## src/rtl/smol_pkg.sv

```systemverilog
`default_nettype none
// ============================================================================
// Module      : smol_pkg
// Description : Shared types and constants for the smolCore fetch path.
// Revision    : 1.0 - initial release
// ============================================================================
package smol_pkg;

   localparam int          SMOL_XLEN = 32;
   localparam logic [31:0] SMOL_NOP  = 32'h0000_0013;   // addi x0, x0, 0

   typedef enum logic [1:0] {
      FETCH   = 2'd0,
      WAIT    = 2'd1,
      DISCARD = 2'd2
   } fetch_state_t;

   typedef struct packed {
      logic [SMOL_XLEN-1:0] pc;
      logic [SMOL_XLEN-1:0] instr;
   } fetch_entry_t;

endpackage
`default_nettype wire

```

## src/rtl/smol_fetch_ctrl_if.sv

```systemverilog
`default_nettype none
// ============================================================================
// Module      : smol_fetch_ctrl_if
// Description : Instruction-memory handshake, redirect and decode-side
//               valid/ready signals of the fetch controller.
// Revision    : 1.0 - initial release
// ============================================================================
interface smol_fetch_ctrl_if;
   import smol_pkg::*;

   // instruction memory
   logic                 imem_req;
   logic [SMOL_XLEN-1:0] imem_addr;
   logic                 imem_gnt;
   logic                 imem_rvalid;
   logic [SMOL_XLEN-1:0] imem_rdata;
   // execute redirect
   logic                 redirect_valid;
   logic [SMOL_XLEN-1:0] redirect_pc;
   // decoder
   logic                 instr_valid;
   logic [SMOL_XLEN-1:0] instr;
   logic [SMOL_XLEN-1:0] instr_pc;
   logic                 instr_ready;

   // Fetch controller side
   modport master (
      output imem_req, imem_addr, instr_valid, instr, instr_pc,
      input  imem_gnt, imem_rvalid, imem_rdata, redirect_valid, redirect_pc,
             instr_ready
   );

   // Environment side (memory, execute, decoder)
   modport slave (
      input  imem_req, imem_addr, instr_valid, instr, instr_pc,
      output imem_gnt, imem_rvalid, imem_rdata, redirect_valid, redirect_pc,
             instr_ready
   );

endinterface
`default_nettype wire

```

## src/rtl/smol_fetch_fifo.sv

```systemverilog
`default_nettype none
// ============================================================================
// Module      : smol_fetch_fifo
// Description : Small synchronous FIFO holding fetched {pc, instr} entries.
//               Flush empties it and overrides any push/pop in that cycle.
// Revision    : 1.0 - initial release
// ============================================================================
module smol_fetch_fifo
   import smol_pkg::*;
#(
   parameter int DEPTH = 2
) (
   input  wire logic                         clk,
   input  wire logic                         rst,
   input  wire logic                         push,
   input  wire logic                         pop,
   input  wire logic                         flush,
   input  wire fetch_entry_t                 wdata,
   output fetch_entry_t                      rdata,
   output logic [$clog2(DEPTH+1)-1:0]        count,
   output logic                              full,
   output logic                              empty
);

   localparam int PTR_W = $clog2(DEPTH);
   localparam int CNT_W = $clog2(DEPTH+1);

   fetch_entry_t     mem_q [DEPTH];
   fetch_entry_t     mem_d [DEPTH];
   logic [PTR_W-1:0] wr_ptr_q, wr_ptr_d;
   logic [PTR_W-1:0] rd_ptr_q, rd_ptr_d;
   logic [CNT_W-1:0] count_q, count_d;
   logic             do_push, do_pop;

   // Next-state of storage, pointers and occupancy; pointers wrap naturally
   // because DEPTH is a power of two.
   always_comb begin
      do_push  = push & ~flush;
      do_pop   = pop & ~flush & (count_q != '0);
      mem_d    = mem_q;
      wr_ptr_d = wr_ptr_q;
      rd_ptr_d = rd_ptr_q;
      count_d  = count_q;
      if (flush) begin
         wr_ptr_d = '0;
         rd_ptr_d = '0;
         count_d  = '0;
      end else begin
         if (do_push) begin
            mem_d[wr_ptr_q] = wdata;
            wr_ptr_d        = wr_ptr_q + 1'b1;
         end
         if (do_pop) begin
            rd_ptr_d = rd_ptr_q + 1'b1;
         end
         case ({do_push, do_pop})
            2'b10:   count_d = count_q + 1'b1;
            2'b01:   count_d = count_q - 1'b1;
            default: count_d = count_q;
         endcase
      end
   end

   // Registered storage and pointers
   always_ff @(posedge clk or posedge rst) begin
      if (rst) begin
         for (int i = 0; i < DEPTH; i++) begin
            mem_q[i] <= '0;
         end
         wr_ptr_q <= '0;
         rd_ptr_q <= '0;
         count_q  <= '0;
      end else begin
         mem_q    <= mem_d;
         wr_ptr_q <= wr_ptr_d;
         rd_ptr_q <= rd_ptr_d;
         count_q  <= count_d;
      end
   end

   assign rdata = mem_q[rd_ptr_q];
   assign count = count_q;
   assign full  = (count_q == CNT_W'(DEPTH));
   assign empty = (count_q == '0);

endmodule
`default_nettype wire

```

## src/rtl/smol_fetch_ctrl.sv

```systemverilog
`default_nettype none
// ============================================================================
// Module      : smol_fetch_ctrl
// Description : Instruction fetch sequencer. Owns the fetch PC, issues one
//               outstanding word request at a time, buffers responses with
//               their PC and hands them to decode; redirects squash both
//               in-flight and buffered fetches.
// Revision    : 1.0 - initial release
// ============================================================================
module smol_fetch_ctrl
   import smol_pkg::*;
#(
   parameter logic [SMOL_XLEN-1:0] RESET_PC = 32'h0000_0000,
   parameter int                   DEPTH    = 2
) (
   input  wire logic          clk,
   input  wire logic          rst,
   smol_fetch_ctrl_if.master  bus
);

   localparam int CNT_W = $clog2(DEPTH+1);

   fetch_state_t         state_q, state_d;
   logic [SMOL_XLEN-1:0] fetch_pc_q, fetch_pc_d;

   logic                 fifo_push, fifo_pop, fifo_flush;
   logic                 fifo_full, fifo_empty;
   logic [CNT_W-1:0]     fifo_count;
   fetch_entry_t         fifo_wdata, fifo_head;

   logic                 req;
   logic                 gnt_taken;

   // Request qualification and buffer control; a grant only counts while
   // the request is actually presented.
   always_comb begin
      req              = !rst && (state_q == FETCH) && (fifo_count < CNT_W'(DEPTH));
      gnt_taken        = req && bus.imem_gnt;
      fifo_flush       = bus.redirect_valid;
      fifo_push        = (state_q == WAIT) && bus.imem_rvalid && !bus.redirect_valid;
      fifo_pop         = !fifo_empty && bus.instr_ready;
      fifo_wdata.pc    = fetch_pc_q - 32'd4;   // fetch_pc already advanced at grant
      fifo_wdata.instr = bus.imem_rdata;
   end

   // Next state and fetch PC; redirect overrides the PC in every state
   always_comb begin
      state_d    = state_q;
      fetch_pc_d = fetch_pc_q;
      case (state_q)
         FETCH: begin
            if (gnt_taken) begin
               fetch_pc_d = fetch_pc_q + 32'd4;
               state_d    = bus.redirect_valid ? DISCARD : WAIT;
            end
         end
         WAIT: begin
            if (bus.imem_rvalid) begin
               state_d = FETCH;
            end else if (bus.redirect_valid) begin
               state_d = DISCARD;
            end
         end
         DISCARD: begin
            // The squashed response closes the outstanding request even if
            // another redirect arrives in the same cycle.
            if (bus.imem_rvalid) begin
               state_d = FETCH;
            end
         end
         default: state_d = FETCH;
      endcase
      if (bus.redirect_valid) begin
         fetch_pc_d = {bus.redirect_pc[SMOL_XLEN-1:2], 2'b00};
      end
   end

   // FSM state and fetch PC registers
   always_ff @(posedge clk or posedge rst) begin
      if (rst) begin
         state_q    <= FETCH;
         fetch_pc_q <= RESET_PC;
      end else begin
         state_q    <= state_d;
         fetch_pc_q <= fetch_pc_d;
      end
   end

   // A push into a full buffer would mean a second outstanding request
   always @(posedge clk) begin
      if (!rst && !fifo_flush) begin
         assert (!(fifo_push && fifo_full));
      end
   end

   smol_fetch_fifo #(
      .DEPTH (DEPTH)
   ) u_fifo (
      .clk   (clk),
      .rst   (rst),
      .push  (fifo_push),
      .pop   (fifo_pop),
      .flush (fifo_flush),
      .wdata (fifo_wdata),
      .rdata (fifo_head),
      .count (fifo_count),
      .full  (fifo_full),
      .empty (fifo_empty)
   );

   assign bus.imem_req    = req;
   assign bus.imem_addr   = fetch_pc_q;
   assign bus.instr_valid = !fifo_empty;
   assign bus.instr       = fifo_empty ? SMOL_NOP : fifo_head.instr;
   assign bus.instr_pc    = fifo_empty ? '0 : fifo_head.pc;

endmodule
`default_nettype wire
```

## src/flat_wrapper.sv

```systemverilog
// flat-port wrapper written by rule: the top's interface ports become plain ports
module smol_fetch_ctrl_flat import smol_pkg::*;
#(
   parameter logic [SMOL_XLEN-1:0] RESET_PC = 32'h0000_0000,
   parameter int                   DEPTH    = 2
)
  (clk, rst, bus_imem_req, bus_imem_addr, bus_instr_valid, bus_instr, bus_instr_pc, bus_imem_gnt, bus_imem_rvalid, bus_imem_rdata, bus_redirect_valid, bus_redirect_pc, bus_instr_ready);
  smol_fetch_ctrl_if bus_i ();
  input  wire logic clk;
  input  wire logic rst;
  output wire logic [$bits(bus_i.imem_req)-1:0] bus_imem_req;
  output wire logic [$bits(bus_i.imem_addr)-1:0] bus_imem_addr;
  output wire logic [$bits(bus_i.instr_valid)-1:0] bus_instr_valid;
  output wire logic [$bits(bus_i.instr)-1:0] bus_instr;
  output wire logic [$bits(bus_i.instr_pc)-1:0] bus_instr_pc;
  input wire logic [$bits(bus_i.imem_gnt)-1:0] bus_imem_gnt;
  input wire logic [$bits(bus_i.imem_rvalid)-1:0] bus_imem_rvalid;
  input wire logic [$bits(bus_i.imem_rdata)-1:0] bus_imem_rdata;
  input wire logic [$bits(bus_i.redirect_valid)-1:0] bus_redirect_valid;
  input wire logic [$bits(bus_i.redirect_pc)-1:0] bus_redirect_pc;
  input wire logic [$bits(bus_i.instr_ready)-1:0] bus_instr_ready;
  assign bus_imem_req = bus_i.imem_req;
  assign bus_imem_addr = bus_i.imem_addr;
  assign bus_instr_valid = bus_i.instr_valid;
  assign bus_instr = bus_i.instr;
  assign bus_instr_pc = bus_i.instr_pc;
  assign bus_i.imem_gnt = bus_imem_gnt;
  assign bus_i.imem_rvalid = bus_imem_rvalid;
  assign bus_i.imem_rdata = bus_imem_rdata;
  assign bus_i.redirect_valid = bus_redirect_valid;
  assign bus_i.redirect_pc = bus_redirect_pc;
  assign bus_i.instr_ready = bus_instr_ready;
  smol_fetch_ctrl #(.RESET_PC(RESET_PC), .DEPTH(DEPTH)) u_core (.clk(clk), .rst(rst), .bus(bus_i));
endmodule
```

## config.mk

```make
export PLATFORM = sky130hd
export DESIGN_NAME = smol_fetch_ctrl_flat
export DESIGN_NICKNAME = d
export VERILOG_FILES = /design/src/rtl/smol_pkg.sv /design/src/rtl/smol_fetch_ctrl_if.sv /design/src/rtl/smol_fetch_fifo.sv /design/src/rtl/smol_fetch_ctrl.sv /design/src/flat_wrapper.sv
export SDC_FILE = /design/constraint.sdc
export NUM_CORES = 1
export LEC_CHECK = 0
export BUFFER_PORTS_ARGS = -buffer_cell sky130_fd_sc_hd__buf_2
export CAP_MARGIN = 20
export CORE_UTILIZATION = 60
export CTS_CLUSTER_DIAMETER = 150
export CTS_CLUSTER_SIZE = 14
export DETAILED_ROUTE_END_ITERATION = 7
export GPL_TIMING_DRIVEN = 0
export PLACE_DENSITY_LB_ADDON = 0.1
export SLEW_MARGIN = 20
export SYNTH_ARGS = -nofsm -noshare
export SYNTH_HDL_FRONTEND = slang
export SYNTH_SLANG_ARGS = --single-unit
```

## constraint.sdc

```tcl
create_clock -name clk -period 13.63 [get_ports clk]
set_input_delay 1.363 -clock clk [delete_from_list [all_inputs] [get_ports clk]]
set_output_delay 1.363 -clock clk [all_outputs]
set_load 0.02 [all_outputs]
```

# --- Word level (Yosys, flattened, before mapping) ---
# Cells that the tools add are included.
op_classes:
  addsub: 6
  mul: 0
  div_mod_pow: 0
  n_lt_le_gt_ge: 4
  n_eq_ne: 7
  n_shift: 0
  n_mux: 23
  n_bitwise: 6
  n_reduce_logical: 21
op_table:
  columns: ["cell", "n"]
  rows:
  - ["two-way mux 64 bit", 4]
  - ["two-way mux 32 bit", 5]
  - ["bitwise mux 128 bit", 1]
  - ["demux 64 bit (select 1 bit)", 1]
  - ["adder 32 x 3 -> 32 bit, second input constant", 1]
  - ["subtractor 32 x 3 -> 32 bit, second input constant", 1]
  - ["two-way mux 2 bit", 6]
  - ["nonzero test 2 bit", 5]
  - ["logical AND 1 bit", 7]
  - ["one-hot mux 2 bit (3 select lines)", 1]
  - ["equality test 2 x 1 -> 1 bit, second input constant", 2]
  - ["equality test 2 bit, second input constant", 2]
  - [">= comparator 2 bit, second input constant", 2]
  - ["logical NOT 2 bit", 2]
  - ["two-way mux 1 bit", 4]
  - ["NOT 1 -> 2 bit", 2]
  - ["one-hot mux 2 bit (2 select lines)", 1]
  - ["AND reduction 2 bit", 2]
  - ["bitwise AND 1 bit", 3]
  - ["logical NOT 1 bit", 3]
  - ["inequality test 3 bit, second input constant", 1]
  - ["AND reduction 3 bit", 1]
  - ["nonzero test 3 bit", 1]
  - ["adder 1 bit, second input constant", 2]
  - ["other kinds (7)", 7]
word_totals:
  ff_bits: 166
  latchBits: 0
  ram_bits: 0
  mem_bits_ro: 0
  in_bits: 70
  out_inout_bits: 98
  word_cells: 76
  memories: 0

# --- Depth between registers and ports, before layout ---
# Gate-level depths: netlist of run 1.
depth:
  word_depth: 8
  depth_mapped: 8
  depth_no_buf: 6

# --- Modules after synthesis ---
# From an unflattened synthesis of run 1, not the netlist that was laid out.
hier_totals:
  cells_unflattened: 760
  hier_area_um2: 9078.7
modules_own_cells:
  columns: ["module", "instances", "cells_each", "area_each_um2"]
  rows:
  - ["smol_fetch_fifo", 1, 362, 6063.3]
  - ["smol_fetch_ctrl", 1, 398, 3015.4]

# --- Worst setup path after synthesis of run 1 ---
# Ideal clock, no wire load.
synth_path:
  kind: "input to output"
  start: "input port rst"
  end: "output port bus_imem_req"
  t_arrival_ns: 2.334
  setup_slack_ns: 9.933
  path_stages: 3
  path_buffers: 1
  cell_sequence: "or4_1 > inv_1 > buf_1"
synth_between:
  elab_chain_len: 3
synth_lines:
  columns: ["element", "line_no", "text"]
  rows:
  - ["start, declared", "flat_wrapper.sv:10", "input wire logic rst;"]
  - ["logical NOT 1 bit (no source line)", null, null]
  - ["logical AND 1 bit (2 in a row)", "smol_fetch_ctrl.sv:37", "req = !rst && (state_q == FETCH) && (fifo_count < CNT_W'(DEPTH));"]
  - ["end, declared", "flat_wrapper.sv:11", "output wire logic [$bits(bus_i.imem_req)-1:0] bus_imem_req;"]
# No other way between the ends.

# --- Worst setup path in the final report of run 1 ---
# Ends and elaborated chain as after synthesis.

==> results of run 1 <==
[worst min-delay path: stages, from the launching register on]
cell	delay (ns)
dfrtp_1	0.34
nand2_1	0.05
nand2_1	0.05
[power groups by stage]
stage	Sequential, mW	Clock [mW]	Combinational [mW]
finish	0.633	0.463	0.271
floorplan	0.634	0	0.187
global placement	0.633	0	0.258
global route	0.644	0.486	0.307
detailed placement	0.638	0	0.268
CTS	0.631	0.464	0.271
[stage by stage]
step	setup WS [ns]	hold slack, ns	total power, mW	cells
floorplan	7.95	0.445	0.820	1000
global placement	6.17	0.457	0.892	1341
global route	9.35	0.497	1.44	1372
detailed placement	9.47	0.462	0.906	1342
CTS	9.46	0.477	1.37	1372
finish	9.42	0.474	1.37	1372
[placed cells by master (no fill, tap or decap), types with 17 or more instances in the layout]
cell       count
nand3_1       36
nand2_1      258
mux2i_1       63
dfrtp_1      160
nand4_1       22
or4_1         29
nor2_1       111
buf_2        164
a31oi_1       35
o21ai_0       43
clkbuf_16     17
clkbuf_1      67
[registers in the layout, indices dropped and copies added (netlist names)]
name and cells:
u_core.bus.imem_addr 30, u_core.u_fifo.count 2, u_core.u_fifo.rd_ptr_q 1, u_core.u_fifo.mem_q 124, u_core.state_q 2, u_core.u_fifo.wr_ptr_q 1
[synthesized netlist by cell type (2+ instances only)]
library cell  number  area share [%]
nand2_1          258              11
dfrtp_1          160              47
nor2_1           111             4.9
clkbuf_1          63             2.8
mux2i_1           63             7.5
o21ai_0           43             2.5
nand3_1           36             2.1
a31oi_1           35             2.6
or4_1             29             2.6
nand4_1           22             1.6
o31ai_1           15             1.3
inv_1             14            0.62
nor3_1            14            0.83
buf_1             12            0.53
o211ai_1          12             1.1
xor2_1            12             1.2
and4_1            10             1.0
nor4_1             8            0.59
xnor2_1            8            0.83
nand2b_1           6            0.44
or3_1              5            0.37
and2_1             4            0.30
buf_4              4            0.35
nand4b_1           4            0.41
nor2b_1            4            0.30
o31a_1             4            0.41
a21oi_1            3            0.18
a22oi_1            3            0.27
a31o_2             3            0.31
buf_2              3            0.18
or2_2              3            0.22
a211oi_1           2            0.18
a221o_1            2            0.24
and4b_1            2            0.24
ha_1               2            0.30
o41ai_1            2            0.21
[final timing paths]
path,from,end,slack [ns],depth (start not counted)
setup / recovery,rst,bus_imem_req,9.42,5
hold / removal,u_core.u_fifo.mem_q[20],u_core.u_fifo.mem_q[20],0.47,2
setup reg to reg,u_core.bus.imem_addr[2],u_core.u_fifo.mem_q[56],10.60,7
hold reg to reg,u_core.u_fifo.mem_q[20],u_core.u_fifo.mem_q[20],0.47,2
max in group asynchronous,rst,u_core.u_fifo.mem_q[15],11.81,3
min in group asynchronous,rst,u_core.bus.imem_addr[11],0.98,2
[metal layers]
layer | global-route usage [%] | part of all wire (%)
met1 | 43.7 | 43
met2 | 54.2 | 48
met3 | 5.24 | 6.4
met4 | 12.2 | 2.2
met5 | 0 | 0
[final cells by class]
class / count / area [um2] / area share (%)
plain buffers: 84 / 343 / 3.39
repair buffers: 162 / 833 / 8.25
well taps: 180 / 225 / 2.23
multi-input cells: 742 / 4080 / 40.3
clock buffers: 24 / 482 / 4.77
flip-flops and latches: 160 / 4000 / 39.6
inverters: 14 / 60.1 / 0.594
clock inverters: 6 / 82.6 / 0.817
[kinds of logic after synthesis]
group | count (synthesis)
muxes | 63
xor gates and xnor gates | 20
AOI/OAI and AO/OA | 129
other | 1
DFF | 160
and+or+nand+nor | 524
adders and majority gates | 2
buffers and inverters | 98
==> flow_summary.yaml, run 1 <==
outcome:
  status: "complete, no violations"
synth:
  ys_async_sr_fraction_pct: 100
  syn-cell-area_mm2: 0.00846
  ys_seq_elements: 160
  synth_compound_area_share_pct: 9.83
  synthAdderAreaFrac_pct: 0.296
  yosysWarnings: 0
  syn_inst: 997
  synth_edf_count: 0
  synthFlopType: "dfrtp_1"
  synth_top_family_by_area: "simple AND/OR/NAND/NOR gates"
  synth_cell_type_count: 52
  avgSynthCellArea_um2: 8.49
  synth-simple-area-share_pct: 28.3
  synth-seq-area-share_pct: 47.3
  synth_xor_xnor_area_share_pct: 2.07
  muxShareOfSynthArea_pct: 7.45
die:
  die_h_um: 121
  initial_core_util_pct: 61.2
  pin_count: 168
  dieArea_mm2: 0.0146
  rows: 43
  die_x_um: 121
  core_area_mm2: 0.0138
critical_path:
  path_buf_inv: 4
  cp_top_family: "buffers and inverters"
  crit_type: "in2out"
  worstSetupEndpointType: "primary output"
  path_cells: "buf_2 -> or4_1 -> inv_1 -> buf_1 -> buf_2"
  slowest_delay_ns: 0.47
  path_max_fanout: 10
  critPathMostFrequentCell: "buf_2"
  required_ns: 12.27
  slowest_stage: "or4_1"
  startpoint_type: "input pin"
  cp.arrival_ns: 2.84
cells_and_area:
  fin_area_mm2: 0.0101
  areaGrowthSynthToFinish_pct: 19.4
  drive_gt1_share_pct: 17.4
  fillers: 1111
  antennaDiodeCount: 0
  nets: 1253
  fin_util_pct: 73.1
sta:
  finalSetupViolCount: 0
  hold_viol_final: 0
  rsz0062_at_grt: "no"
  worst_clock_skew_ns: 0.00630
  period_share_pct: 30.9
  fmax_mhz: 238
  period_needed_ns: 4.21
  drv_slew: 0
  tightestPinTransition_ns: 0.939
  fin_tns_setup_ns: 0
  slew_headroom_pct: 36.9
route:
  drc: 0
  vias_per_cell: 5.82
  antenna_left: 0
  wl_um: 22700
  first_iter_violations: 695
  firstDrtPassIters: 5
  num_vias: 7988
  wl_per_cell_um: 16.5
job:
  max_cap_violations: 0
placed_design:
  dp_hpwl_um: 16000
  dpl_cell_area_mm2: 0.00954
  routabilityCongestion: 0.963
  portBuffers: 161
global_routing:
  grt_start_max_net_pins: 90
  grt_pass1_vias: 7523
  grt_pass1_wl_um: 37200
  antenna_found_initial: 0
  grt_overflow: 0
  gr-usage-all-layers_pct: 32.8
clock_tree:
  post_cts_buffers: 0
  cts_buffers: 17
  clkTransAtPathRegs_ns: 0.06
  cts_resized: 0
  insertion_delay_ns: 0.43
  htreeDepth: 4
  cts_buffer_depth: 2
  clock_sinks: 160
  cts_tree: "built"
  cts_hold_buf: 0
  root_buffer: "clkbuf_16"
power_and_ir_drop:
  p_int_mw: 0.962
  power_density_mw_per_mm2: 135
  leakagePower_nw: 4.66
  p_comb_share_pct: 19.8
  p_seq_share_pct: 46.3
  swShare_pct: 29.6
  clkPwrFrac_pct: 33.9
  power.switching_mw: 0.405
  ir_drop_v: 0.0000778
min_path:
  min_path_type: "reg2reg"
Note: power is estimated with default switching activity, not from simulation.
==> run 2: changes to the inputs <==
--- a/config.mk
+++ b/config.mk
@@ -7,7 +7,7 @@
 export LEC_CHECK = 0
 export BUFFER_PORTS_ARGS = -buffer_cell sky130_fd_sc_hd__buf_2
 export CAP_MARGIN = 20
-export CORE_UTILIZATION = 60
+export CORE_UTILIZATION = 50
 export CTS_CLUSTER_DIAMETER = 150
 export CTS_CLUSTER_SIZE = 14
 export DETAILED_ROUTE_END_ITERATION = 7
==> constraint.sdc (replaced) <==
create_clock -name clk -period 3.6 [get_ports clk]
set_input_delay 0.36 -clock clk [delete_from_list [all_inputs] [get_ports clk]]
set_output_delay 0.36 -clock clk [all_outputs]
set_load 0.02 [all_outputs]
==> flow_summary.yaml, run 2 (synthesis results as in run 1) <==
route:
  wl_um: 23200
  firstDrtPassIters: 6
  drc: 0
  wl_per_cell_um: 16.3
  num_vias: 7907
  vias_per_cell: 5.57
  first_iter_violations: 429
  antenna_left: 0
sta:
  hold_viol_final: 0
  worst_clock_skew_ns: 0.0112
  fmax_mhz: 329
  finalSetupViolCount: 0
  rsz0062_at_grt: "no"
  fin_tns_setup_ns: 0
  slew_headroom_pct: 42.0
  drv_slew: 0
  tightestPinTransition_ns: 0.868
  period_share_pct: 84.4
  period_needed_ns: 3.04
  holdWs_ns: 0.136
critical_path:
  slowest_delay_ns: 0.72
  worstSetupEndpointType: "flop"
  cp-endpoint: "u_core.u_fifo.mem_q[122]"
  cp_top_family: "simple AND/OR/NAND/NOR gates"
  crit_type: "reg2reg"
  required_ns: 3.95
  path_depth: 7
  r2r_slack_ns: 0.56
  startpoint_type: "flop"
  worst_r2r_path_depth: 7
  reg2reg_to: "u_core.u_fifo.mem_q[122]"
  cp.arrival_ns: 3.38
  slowest_stage: "nor3b_1"
  path_cells: "clkbuf_1 -> inv_1 -> ha_1 -> nor3b_1 -> nand4b_1 -> or4_1 -> a31oi_1"
  startpoint: "u_core.bus.imem_addr[2]"
  path_max_fanout: 8
  path_buf_inv: 2
  rr_startpoint: "u_core.bus.imem_addr[2]"
placed_design:
  dp_hpwl_um: 17100
  portBuffers: 161
  routabilityCongestion: 0.878
die:
  dieArea_mm2: 0.0175
  die_x_um: 132
  rows: 47
  core_area_mm2: 0.0166
  pin_count: 168
  die_h_um: 132
  initial_core_util_pct: 51.0
power_and_ir_drop:
  swShare_pct: 29.4
  clkPwrFrac_pct: 35.9
  leakagePower_nw: 4.74
  power_density_mw_per_mm2: 517
  power.switching_mw: 1.57
  p_seq_share_pct: 44.7
  ir_drop_v: 0.000356
  p_int_mw: 3.77
  total_power_mw: 5.34
  p_comb_share_pct: 19.4
global_routing:
  grt_overflow: 0
  grt_pass1_vias: 7422
  gr-usage-all-layers_pct: 27.6
  grt_start_max_net_pins: 35
  antenna_found_initial: 0
  grt_pass1_wl_um: 38000
clock_tree:
  cts_buffers: 17
  cts_resized: 0
  cts_buffer_depth: 2
  htreeDepth: 4
  root_buffer: "clkbuf_16"
  clkTransAtPathRegs_ns: 0.07
  cts_tree: "built"
  cts_hold_buf: 1
  insertion_delay_ns: 0.43
  post_cts_buffers: 0
  clock_sinks: 160
cells_and_area:
  final_common_cell: "nand2_1"
  nets: 1259
  antennaDiodeCount: 0
  fillers: 1544
  drive_gt1_share_pct: 18.2
  top_register: "u_core.u_fifo.mem_q"
  areaGrowthSynthToFinish_pct: 22.2
  mostFrequentLayoutCells: "nand2_1 (258), buf_2 (164), dfrtp_1 (160)"
  largest_reg_flops: 124
outcome:
  status: "complete, no violations"
min_path:
  min_from: "bus_redirect_pc[4]"
  min_path_type: "in2reg"
job:
  max_cap_violations: 0
## run 2: cell types whose count changed in the layout (fill, tap and decap cells not counted), moves of 2 or more
cell        previous run  this run
clkinv_4               0         2
bufinv_16              2         4
buf_16                 1         3
clkbuf_1              67        64
clkbuf_8               3         1
clkinvlp_4             1         5
buf_12                 0         3
## run 2: worst min-delay path by stage
stage / end / cells after the start
2_1_floorplan: u_core.u_fifo.mem_q[64] / 2
3_3_place_gp: u_core.u_fifo.mem_q[95] / 2
3_5_place_dp: u_core.bus.imem_addr[19] / 2
4_1_cts: u_core.bus.imem_addr[4] / 3
5_1_grt: u_core.u_fifo.mem_q[7] / 3
6_report: u_core.bus.imem_addr[4] / 3
## run 2: metrics by stage
step                      instances  instance area (um2)  utilization [%]  worst slack, ns
after detailed placement       1387                 9700             58.5            0.618
after global routing           1420                10300             62.4            0.405
after CTS                      1420                10300             62.4            0.541
after floorplan                1000                 8480                -             1.12
final                          1420                10300             62.4            0.563
after global placement         1381                 9560             57.6            0.129
## run 2: layer usage
| layer | global-route usage, % | part of all wire, % | up-vias |
|---|---|---|---|
| met5 | 0 | 0 | - |
| met3 | 3.88 | 5.8 | 32 |
| met2 | 44.1 | 46 | 305 |
| met4 | 10.7 | 2.2 | 0 |
| li1 | - | - | 3833 |
| met1 | 38.1 | 46 | 3737 |
## run 2: power groups by stage
stage | registers, mW | clock network [mW] | logic (mW)
finish | 2.39 | 1.92 | 1.04
global route | 2.44 | 2.02 | 1.18
CTS | 2.38 | 1.94 | 1.04
detailed placement | 2.42 | 0 | 1.04
global placement | 2.40 | 0 | 0.990
floorplan | 2.40 | 0 | 0.707
## run 2: cell type report
cell class / instances / area, um2 / area share [%]
inverters: 14 / 56.3 / 0.544
flip-flops and latches: 160 / 4000 / 38.7
clock inverters: 13 / 186 / 1.80
multi-input cells: 742 / 4080 / 39.4
repair buffers: 168 / 958 / 9.27
plain buffers: 84 / 343 / 3.32
well taps: 220 / 275 / 2.66
clock buffers: 19 / 443 / 4.28
## run 2: worst register-to-register path: cells and delay by family, from the launching register on
family	cells	cell delay (ns)
AOI/OAI and AO/OA	1	0.18
adders and majority gates	1	0.17
buffers and inverters	2	0.34
DFF	1	0.39
and+or+nand+nor	3	1.87
